[config.mk]
export PLATFORM = sky130hd
export DESIGN_NAME = sort_readout_flat
export DESIGN_NICKNAME = d
export VERILOG_FILES = /design/src/rtl/sort_readout_pkg.sv /design/src/rtl/sort_readout_if.sv /design/src/rtl/sort_readout_stats_acc.sv /design/src/rtl/sort_readout.sv /design/src/flat_wrapper.sv
export SDC_FILE = /design/constraint.sdc
export NUM_CORES = 1
export LEC_CHECK = 0
export BUFFER_PORTS_ARGS = -buffer_cell sky130_fd_sc_hd__buf_2
export CAP_MARGIN = 10
export CORE_AREA = 2 2 73 128
export DETAILED_ROUTE_END_ITERATION = 12
export DIE_AREA = 0 0 75 130
export PLACE_DENSITY = 0.64
export SLEW_MARGIN = 15
export SYNTH_ARGS = -nofsm -noshare
export SYNTH_HDL_FRONTEND = slang
export SYNTH_SLANG_ARGS = --single-unit
[constraint.sdc]
create_clock -name clk -period 4.8 [get_ports clk]
set_input_delay 0.24 -clock clk [delete_from_list [all_inputs] [get_ports clk]]
set_output_delay 0.24 -clock clk [all_outputs]
set_load 0.01 [all_outputs]
[src/rtl/sort_readout_pkg.sv]
// Shared defaults and FSM encoding for the sort readout block.
package sort_readout_pkg;
  localparam int N_DEF    = 16;
  localparam int DW_DEF   = 8;
  localparam int AW_DEF   = 4;
  localparam int SUMW_DEF = DW_DEF + AW_DEF;

  typedef enum logic [2:0] {
    IDLE  = 3'd0,
    FETCH = 3'd1,
    CAPT  = 3'd2,
    SEND  = 3'd3,
    FIN   = 3'd4
  } state_t;
endpackage

[src/rtl/sort_readout_if.sv]
// Output word stream with valid/ready handshake and end-of-frame marker.
interface sort_readout_if #(parameter int DW = 8);
  logic          out_valid;
  logic          out_ready;
  logic [DW-1:0] out_data;
  logic          out_last;

  modport master (output out_valid, output out_data, output out_last, input out_ready);
  modport slave  (input out_valid, input out_data, input out_last, output out_ready);
endinterface

[src/rtl/sort_readout_stats_acc.sv]
// Frame statistics over the sorted words, keyed by address so stream order does not matter.
module sort_stats_acc #(
  parameter int N  = 16,
  parameter int DW = 8,
  parameter int AW = 4
) (
  input  logic             clk,
  input  logic             reset,
  input  logic             clear,
  input  logic             capture,
  input  logic [AW-1:0]    idx,
  input  logic [DW-1:0]    data,
  output logic [DW-1:0]    min_o,
  output logic [DW-1:0]    max_o,
  output logic [DW-1:0]    median_o,
  output logic [DW-1:0]    range_o,
  output logic [DW+AW-1:0] sum_o
);
  logic [DW-1:0] mid_lo, mid_hi;

  always_ff @(posedge clk) begin
    if (reset || clear) begin
      min_o  <= '0;
      max_o  <= '0;
      mid_lo <= '0;
      mid_hi <= '0;
      sum_o  <= '0;
    end else if (capture) begin
      sum_o <= sum_o + {{AW{1'b0}}, data};
      if (idx == '0)            min_o  <= data;
      if (idx == AW'(N - 1))    max_o  <= data;
      if (idx == AW'(N/2 - 1))  mid_lo <= data;
      if (idx == AW'(N/2))      mid_hi <= data;
    end
  end

  // floor((a+b)/2) without a carry bit: halve each, then add back the shared LSB
  assign median_o = (mid_lo >> 1) + (mid_hi >> 1) + DW'(mid_lo[0] & mid_hi[0]);
  assign range_o  = (max_o >= min_o) ? (max_o - min_o) : '0;
endmodule

[src/rtl/sort_readout.sv]
// Reads a sorted frame back from IRAM on sort_done, streams it out and reports stats.
// DESC_EN defined: addresses are walked N-1..0 so the stream is descending.
module sort_readout
  import sort_readout_pkg::*;
#(
  parameter int N  = N_DEF,
  parameter int DW = DW_DEF,
  parameter int AW = AW_DEF
) (
  input  logic             clk,
  input  logic             reset,
  input  logic             sort_done,
  output logic             IRAM_rd,
  output logic [AW-1:0]    IRAM_A,
  input  logic [DW-1:0]    IRAM_Q,
  sort_readout_if.master   strm,
  output logic [DW-1:0]    min_o,
  output logic [DW-1:0]    max_o,
  output logic [DW-1:0]    median_o,
  output logic [DW-1:0]    range_o,
  output logic [DW+AW-1:0] sum_o,
  output logic             stats_valid,
  output logic             busy,
  output logic             done
);
`ifdef DESC_EN
  localparam logic [AW-1:0] FIRST_IDX = AW'(N - 1);
  localparam logic [AW-1:0] LAST_IDX  = '0;
`else
  localparam logic [AW-1:0] FIRST_IDX = '0;
  localparam logic [AW-1:0] LAST_IDX  = AW'(N - 1);
`endif

  state_t        state_q, state_d;
  logic          sort_done_q;
  logic [AW-1:0] idx;
  logic          start, xfer, at_last;

  assign start   = (state_q == IDLE) && sort_done && !sort_done_q;
  assign xfer    = strm.out_valid && strm.out_ready;
  assign at_last = (idx == LAST_IDX);

  always_ff @(posedge clk) begin
    if (reset) state_q <= IDLE;
    else       state_q <= state_d;
  end

  always_comb begin
    state_d = state_q;
    case (state_q)
      IDLE:       if (start) state_d = FETCH;
      FETCH:      state_d = CAPT;
      CAPT, SEND: begin
        if (xfer)                  state_d = at_last ? FIN : FETCH;
        else if (state_q == CAPT)  state_d = SEND;
      end
      FIN:        state_d = IDLE;
      default:    state_d = IDLE;
    endcase
  end

  assign IRAM_rd = (state_q == FETCH);
  assign IRAM_A  = idx;
  assign busy    = (state_q != IDLE);
  assign done    = (state_q == FIN);

  always_ff @(posedge clk) begin
    if (reset) begin
      sort_done_q    <= 1'b0;
      idx            <= '0;
      strm.out_valid <= 1'b0;
      strm.out_data  <= '0;
      strm.out_last  <= 1'b0;
      stats_valid    <= 1'b0;
    end else begin
      sort_done_q <= sort_done;
      if (start) begin
        idx         <= FIRST_IDX;
        stats_valid <= 1'b0;
      end
      if (state_q == FETCH) begin
        strm.out_valid <= 1'b1;
        strm.out_data  <= IRAM_Q;
        strm.out_last  <= at_last;
      end
      // idx stops on the final address; stats_valid rises as FIN is entered
      if ((state_q == CAPT || state_q == SEND) && xfer) begin
        strm.out_valid <= 1'b0;
        strm.out_last  <= 1'b0;
        if (at_last) stats_valid <= 1'b1;
`ifdef DESC_EN
        else         idx <= idx - AW'(1);
`else
        else         idx <= idx + AW'(1);
`endif
      end
    end
  end

  sort_stats_acc #(.N(N), .DW(DW), .AW(AW)) u_stats (
    .clk      (clk),
    .reset    (reset),
    .clear    (start),
    .capture  (state_q == FETCH),
    .idx      (idx),
    .data     (IRAM_Q),
    .min_o    (min_o),
    .max_o    (max_o),
    .median_o (median_o),
    .range_o  (range_o),
    .sum_o    (sum_o)
  );
endmodule

[src/flat_wrapper.sv]
// flat-port wrapper written by rule: the top's interface ports become plain ports
module sort_readout_flat import sort_readout_pkg::*;
#(
  parameter int N  = N_DEF,
  parameter int DW = DW_DEF,
  parameter int AW = AW_DEF
)
  (clk, reset, sort_done, IRAM_rd, IRAM_A, IRAM_Q, min_o, max_o, median_o, range_o, sum_o, stats_valid, busy, done, strm_out_valid, strm_out_data, strm_out_last, strm_out_ready);
  sort_readout_if #(.DW(DW)) strm_i ();
  input  logic clk;
  input  logic reset;
  input  logic sort_done;
  output logic IRAM_rd;
  output logic [AW-1:0] IRAM_A;
  input  logic [DW-1:0] IRAM_Q;
  output logic [DW-1:0] min_o;
  output logic [DW-1:0] max_o;
  output logic [DW-1:0] median_o;
  output logic [DW-1:0] range_o;
  output logic [DW+AW-1:0] sum_o;
  output logic stats_valid;
  output logic busy;
  output logic done;
  output wire logic [$bits(strm_i.out_valid)-1:0] strm_out_valid;
  output wire logic [$bits(strm_i.out_data)-1:0] strm_out_data;
  output wire logic [$bits(strm_i.out_last)-1:0] strm_out_last;
  input wire logic [$bits(strm_i.out_ready)-1:0] strm_out_ready;
  assign strm_out_valid = strm_i.out_valid;
  assign strm_out_data = strm_i.out_data;
  assign strm_out_last = strm_i.out_last;
  assign strm_i.out_ready = strm_out_ready;
  sort_readout #(.N(N), .DW(DW), .AW(AW)) u_core (.clk(clk), .reset(reset), .sort_done(sort_done), .IRAM_rd(IRAM_rd), .IRAM_A(IRAM_A), .IRAM_Q(IRAM_Q), .strm(strm_i), .min_o(min_o), .max_o(max_o), .median_o(median_o), .range_o(range_o), .sum_o(sum_o), .stats_valid(stats_valid), .busy(busy), .done(done));
endmodule
Word level (Yosys, flattened, before mapping)
Index checks and enable logic that the tools add are counted.
Widths: inputs -> output; s select.
{"block": "op_classes", "addsub": 5, "order_cmp": 1, "eq_ne": 9, "mux": 12, "bitwise_logic": 1, "reduce_logical": 17}
{"operator": "$add 12x8->12", "count": 1}
{"operator": "$mux 3", "count": 4}
{"operator": "$mux 4", "count": 3}
{"operator": "$reduce_and 2->1", "count": 5}
{"operator": "$pmux 3 s3", "count": 1}
{"operator": "$add 7x7->8", "count": 1}
{"operator": "$add 8x1->8", "count": 1}
{"operator": "$eq 4x4->1 const B", "count": 2}
{"operator": "$ge 8x8->1", "count": 1}
{"operator": "$mux 8", "count": 1}
{"operator": "$sub 8x8->8", "count": 1}
{"operator": "$eq 3x2->1 const B", "count": 2}
{"operator": "$add 4x1->4 const B", "count": 1}
{"operator": "$eq 4x3->1 const B", "count": 1}
{"operator": "$logic_and 1x1->1", "count": 4}
{"operator": "$logic_not 4->1", "count": 1}
{"operator": "$reduce_or 2->1", "count": 2}
{"operator": "$eq 3x1->1 const B", "count": 1}
{"operator": "$eq 3x3->1 const B", "count": 1}
{"operator": "$logic_not 3->1", "count": 1}
{"operator": "$mux 1", "count": 3}
{"operator": "$ne 3x1->1 const B", "count": 1}
{"operator": "$reduce_bool 3->1", "count": 1}
{"operator": "$logic_or 1x1->1", "count": 2}
{"operator": "other kinds (3)", "count": 3}
{"block": "word_totals", "ff_bits": 63, "inputBits": 12, "output_inout_bits": 62, "wordCells": 57}

Logic depth before layout (Yosys ltp)
{"block": "depth", "depth_word": 6, "depth_mapped": 9, "ltp_nobuf": 9}

By module
From an unflattened synthesis, not the netlist that was laid out.
{"block": "hier_totals", "cells_unflattened": 380, "area_unflattened_um2": 3450.8}
{"module": "sort_stats_acc", "n_inst": 1, "cells_per_inst": 301, "area_each_um2": 2650.0, "seq_area_each_um2": 880.8}
{"module": "sort_readout", "n_inst": 1, "cells_per_inst": 79, "area_each_um2": 800.8, "seq_area_each_um2": 380.4}

Worst setup path after synthesis
No wires, ideal clock.
{"block": "synth_path", "kind": "register to output", "startpoint": "reg u_core.u_stats.mid_lo[1]", "endpoint": "out median_o[6]", "t_arrival_ps": 2091, "required_ps": 4560, "setup_slack_ps": 2469, "stages_incl_launch_ff": 9, "path_buffers": 0, "cell_sequence": "dfxtp_1 > inv_1 > fa_1 > fa_1 > nor2b_1 > o21ai_0 > a21boi_0 > nor4_1 > a311o_1"}
{"block": "synth_via", "elab_chain_len": 2}
{"element": "start: declaration", "line_no": "sort_readout_stats_acc.sv:19", "text": "logic [DW-1:0] mid_lo, mid_hi;"}
{"element": "start signal: assignment", "line_no": "sort_readout_stats_acc.sv:32", "text": "if (idx == AW'(N/2 - 1)) mid_lo <= data;"}
{"element": "$add 7x7->8", "line_no": "sort_readout_stats_acc.sv:38", "text": "assign median_o = (mid_lo >> 1) + (mid_hi >> 1) + DW'(mid_lo[0] & mid_hi[0]);"}
{"element": "$add 8x1->8", "line_no": "sort_readout_stats_acc.sv:38"}
{"element": "end: declaration", "line_no": "flat_wrapper.sv:18", "text": "output logic [DW-1:0] median_o;"}
Every way passes these cells.

Final worst setup path
Ends and elaborated chain as after synthesis.

==> results.json <==
{
  "cts.sinks": 63,
  "coreArea_um2": 8810,
  "path_class": "register to output port",
  "synth_top_family_by_area": "simple AND/OR/NAND/NOR gates",
  "rsz0062_at_grt": "no",
  "gp_congestion": 0.842,
  "p_sw_mw": 0.345,
  "synthMuxAreaShare_pct": 7.93,
  "io_buffer_count": 73,
  "use_met1_pct": 19.8,
  "finalSetupViolations": 0,
  "cts-root-buf": "clkbuf_16",
  "initial_utilization_pct": 38.7,
  "leakage_nw": 1.90,
  "finalWorstSetupSlack_ns": 1.79,
  "antenna_found_initial": 0,
  "final_nets": 521,
  "synth_ff_type": "dfxtp_1",
  "synth_area_um2": 3410,
  "synth-compound-area-share_pct": 13.8,
  "synth_top_area_share_pct": 37.0,
  "ios": 74,
  "wl_per_cell_um": 14.3,
  "grt_max_degree": 51,
  "n_antenna_cell": 0,
  "period_needed_ns": 3.01,
  "busiest_layer": "met2",
  "cp.arrival_ns": 2.77,
  "status": "finished, final reports clean",
  "clkSlewWorstSetupHoldPaths_ns": 0.05,
  "slew_headroom_pct": 45.0,
  "syn_avg_cell_area_um2": 8.27,
  "syn-num-nets": 452,
  "die_w_um": 75,
  "ys_types": 48,
  "crit_start": "u_core.u_stats.mid_lo[1]$_SDFFE_PP0P_",
  "cp_max_fo": 3,
  "slew_viol_final": 0,
  "use_met2_pct": 32.5,
  "synthCells": 412,
  "synth.largest_area_cell": "dfxtp_1",
  "synth_warnings": 0,
  "end_kind": "output port",
  "timing.hold.ws_ns": 0.158,
  "max_freq_mhz": 332,
  "synth_xor_area_share_pct": 2.83,
  "synth-simple-area-share_pct": 22.3,
  "finClkSkew_ns": 0.00392,
  "pre_cts_ws_ns": 2.02,
  "drtPass1Iterations": 4,
  "synthAdderAreaFrac_pct": 11.2,
  "final_core_util_pct": 47.7,
  "rr_endpoint": "u_core.u_stats.mid_hi[2]$_SDFFE_PP0P_",
  "intPower_mw": 1.12,
  "grt_pass1_wl_mm": 13.3,
  "total_power_mw": 1.46,
  "drc": 0,
  "p_per_area_nw_per_um2": 349,
  "drive_gt1_share_pct": 20.0,
  "via_per_inst": 5.04,
  "swShare_pct": 23.6,
  "nFillCells": 858,
  "grt_pass1_vias": 2719,
  "r2r-start": "u_core.state_q[1]$_SDFFE_PP0P_",
  "hold_violations": 0,
  "fin_setup_tns_ns": 0,
  "cts_tree": "built",
  "crit_end": "median_o[6]",
  "rows": 46,
  "cts_hold_buf": 0,
  "gr-total-overflow": 0,
  "synthTopCellsByArea": "dfxtp_1 37%, ha_1 8.8%, mux2i_1 7.9%",
  "min_period_over_period_pct": 62.7,
  "dieArea_um2": 9750,
  "final_antenna_net_count": 0,
  "grt_usage_pct": 18.1,
  "cap_viol_max_count": 0,
  "reg2reg_depth": 5,
  "hold_class": "input port to register",
  "fp.dieH_um": 130,
  "cp.required_ns": 4.56,
  "sequentialPowerShare_pct": 37.6,
  "combPwrFrac_pct": 12.5,
  "synth-seq-cells": 63,
  "r2r_setup_slack_ns": 2.02,
  "tightestPinTransition_ns": 0.825,
  "drt_iter0_drc": 146,
  "hpwl_mm": 6.50,
  "area_delta_synth_final_pct": 23.2,
  "insertion_delay_ns": 0.33,
  "cts_buffers": 9,
  "cts-resized-gates": 0,
  "ir_drop_v": 0.000289,
  "met3_usage_pct": 3.71,
  "synth-edff-count": 0,
  "async_flop_share_pct": 0,
  "htreeDepth": 3,
  "cts_buffer_depth": 2,
  "wirelength_mm": 8.65,
  "yosysSeqAreaShare_pct": 37.0,
  "post_cts_buffers": 0,
  "num_vias": 3056,
  "critPathLaunchType": "register",
  "clock_power_share_pct": 49.9
}
[logic make-up after synthesis]
group                      count (synthesis)
AOI/OAI and AO/OA                         79
xor gates and xnor gates                  11
DFF                                       63
and+or+nand+nor                          164
adders and majority gates                 28
buffers and inverters                     40
muxes                                     27
[worst max-delay path, stage by stage (launching register included)]
cell      delay [ns]
dfxtp_1         0.36
inv_1           0.08
fa_1            0.47
fa_1            0.42
nor2b_1         0.12
o21ai_0         0.10
a21boi_0        0.34
nor4_1          0.08
a311o_1         0.32
buf_2           0.14
[flip-flops by register name, summed over array words and instances (netlist names)]
name                   count
u_core.IRAM_A              4
u_core.sort_done_q         1
u_core.state_q             3
u_core.stats_valid         1
u_core.strm.out_data       8
u_core.strm.out_last       1
u_core.strm.out_valid      1
u_core.u_stats.max_o       8
u_core.u_stats.mid_hi      8
u_core.u_stats.mid_lo      8
u_core.u_stats.min_o       8
u_core.u_stats.sum_o      12
[per-stage QoR]
stage	std cells	cell area, µm²
after global routing	606	4200
after global placement	590	3850
final	606	4200
after floorplan	412	3410
after CTS	606	4200
after detailed placement	590	3850
[Yosys cell counts (all sizes together) (6+ instances only)]
library cell and number:
ha 24, a21oi 34, a211oi 6, nor2b 6, nand2 58, mux2i 27
dfxtp 63, buf 7, nor2 53, nand3 11, inv 24, o21ai 17
nor3 13, clkbuf 9, xor2 7
[layout by cell type, fill, tap and decap left out, drive strengths merged, types with 2 or more instances in the layout]
cell	netlist	layout
a211oi	6	6
a21boi	2	2
a21o	4	4
a21oi	34	34
a31oi	4	4
buf	7	74
bufinv	0	2
clkbuf	9	14
dfxtp	63	63
fa	4	4
ha	24	24
inv	24	24
mux2i	27	27
nand2	58	58
nand2b	2	2
nand3	11	11
nand4	2	2
nand4b	2	2
nor2	53	53
nor2b	6	6
nor3	13	13
nor3b	2	2
o2111ai	2	2
o211ai	2	2
o21ai	17	17
or2	3	3
or3	3	3
or3b	2	2
xnor2	4	4
xor2	7	7
[worst min-delay path by stage]
stage	end	slack, ns	start	cells past startpoint
3_3_place_gp	u_core.strm.out_data[0]$_SDFFE_PP0P_	0.44	u_core.strm.out_data[0]$_SDFFE_PP0P_	2
2_1_floorplan	u_core.sort_done_q$_SDFF_PP0_	0.37	sort_done	1
3_5_place_dp	u_core.strm.out_data[0]$_SDFFE_PP0P_	0.45	u_core.strm.out_data[0]$_SDFFE_PP0P_	2
4_1_cts	u_core.sort_done_q$_SDFF_PP0_	0.15	sort_done	2
6_report	u_core.sort_done_q$_SDFF_PP0_	0.16	sort_done	2
5_1_grt	u_core.sort_done_q$_SDFF_PP0_	0.19	sort_done	2
[metal layers]
metal  share of wire [%]  up-vias  routed length [µm]
li1                    -     1561                   -
met5                   0        -                   0
met1                  40     1430                3430
met4                 1.2        0                 107
met3                 3.9        7                 337
met2                  55       58                4780
[power groups by stage]
stage	registers [mW]	logic, mW	clock network [mW]
finish	0.550	0.183	0.730
CTS	0.550	0.185	0.748
detailed placement	0.561	0.184	0
global placement	0.561	0.181	0
floorplan	0.564	0.121	0
global route	0.551	0.204	0.768
[layout make-up]
cell class | count | area, µm² | share of cell area (%)
multi-input combinational | 309 | 1980 | 47.2
sequential | 63 | 1260 | 30.0
timing repair buffer | 74 | 373 | 8.88
clock buffer | 14 | 284 | 6.77
tap | 120 | 150 | 3.58
inverter | 24 | 90.1 | 2.15
clock inverter | 2 | 60.1 | 1.43
(Power assumes the default switching activity.)
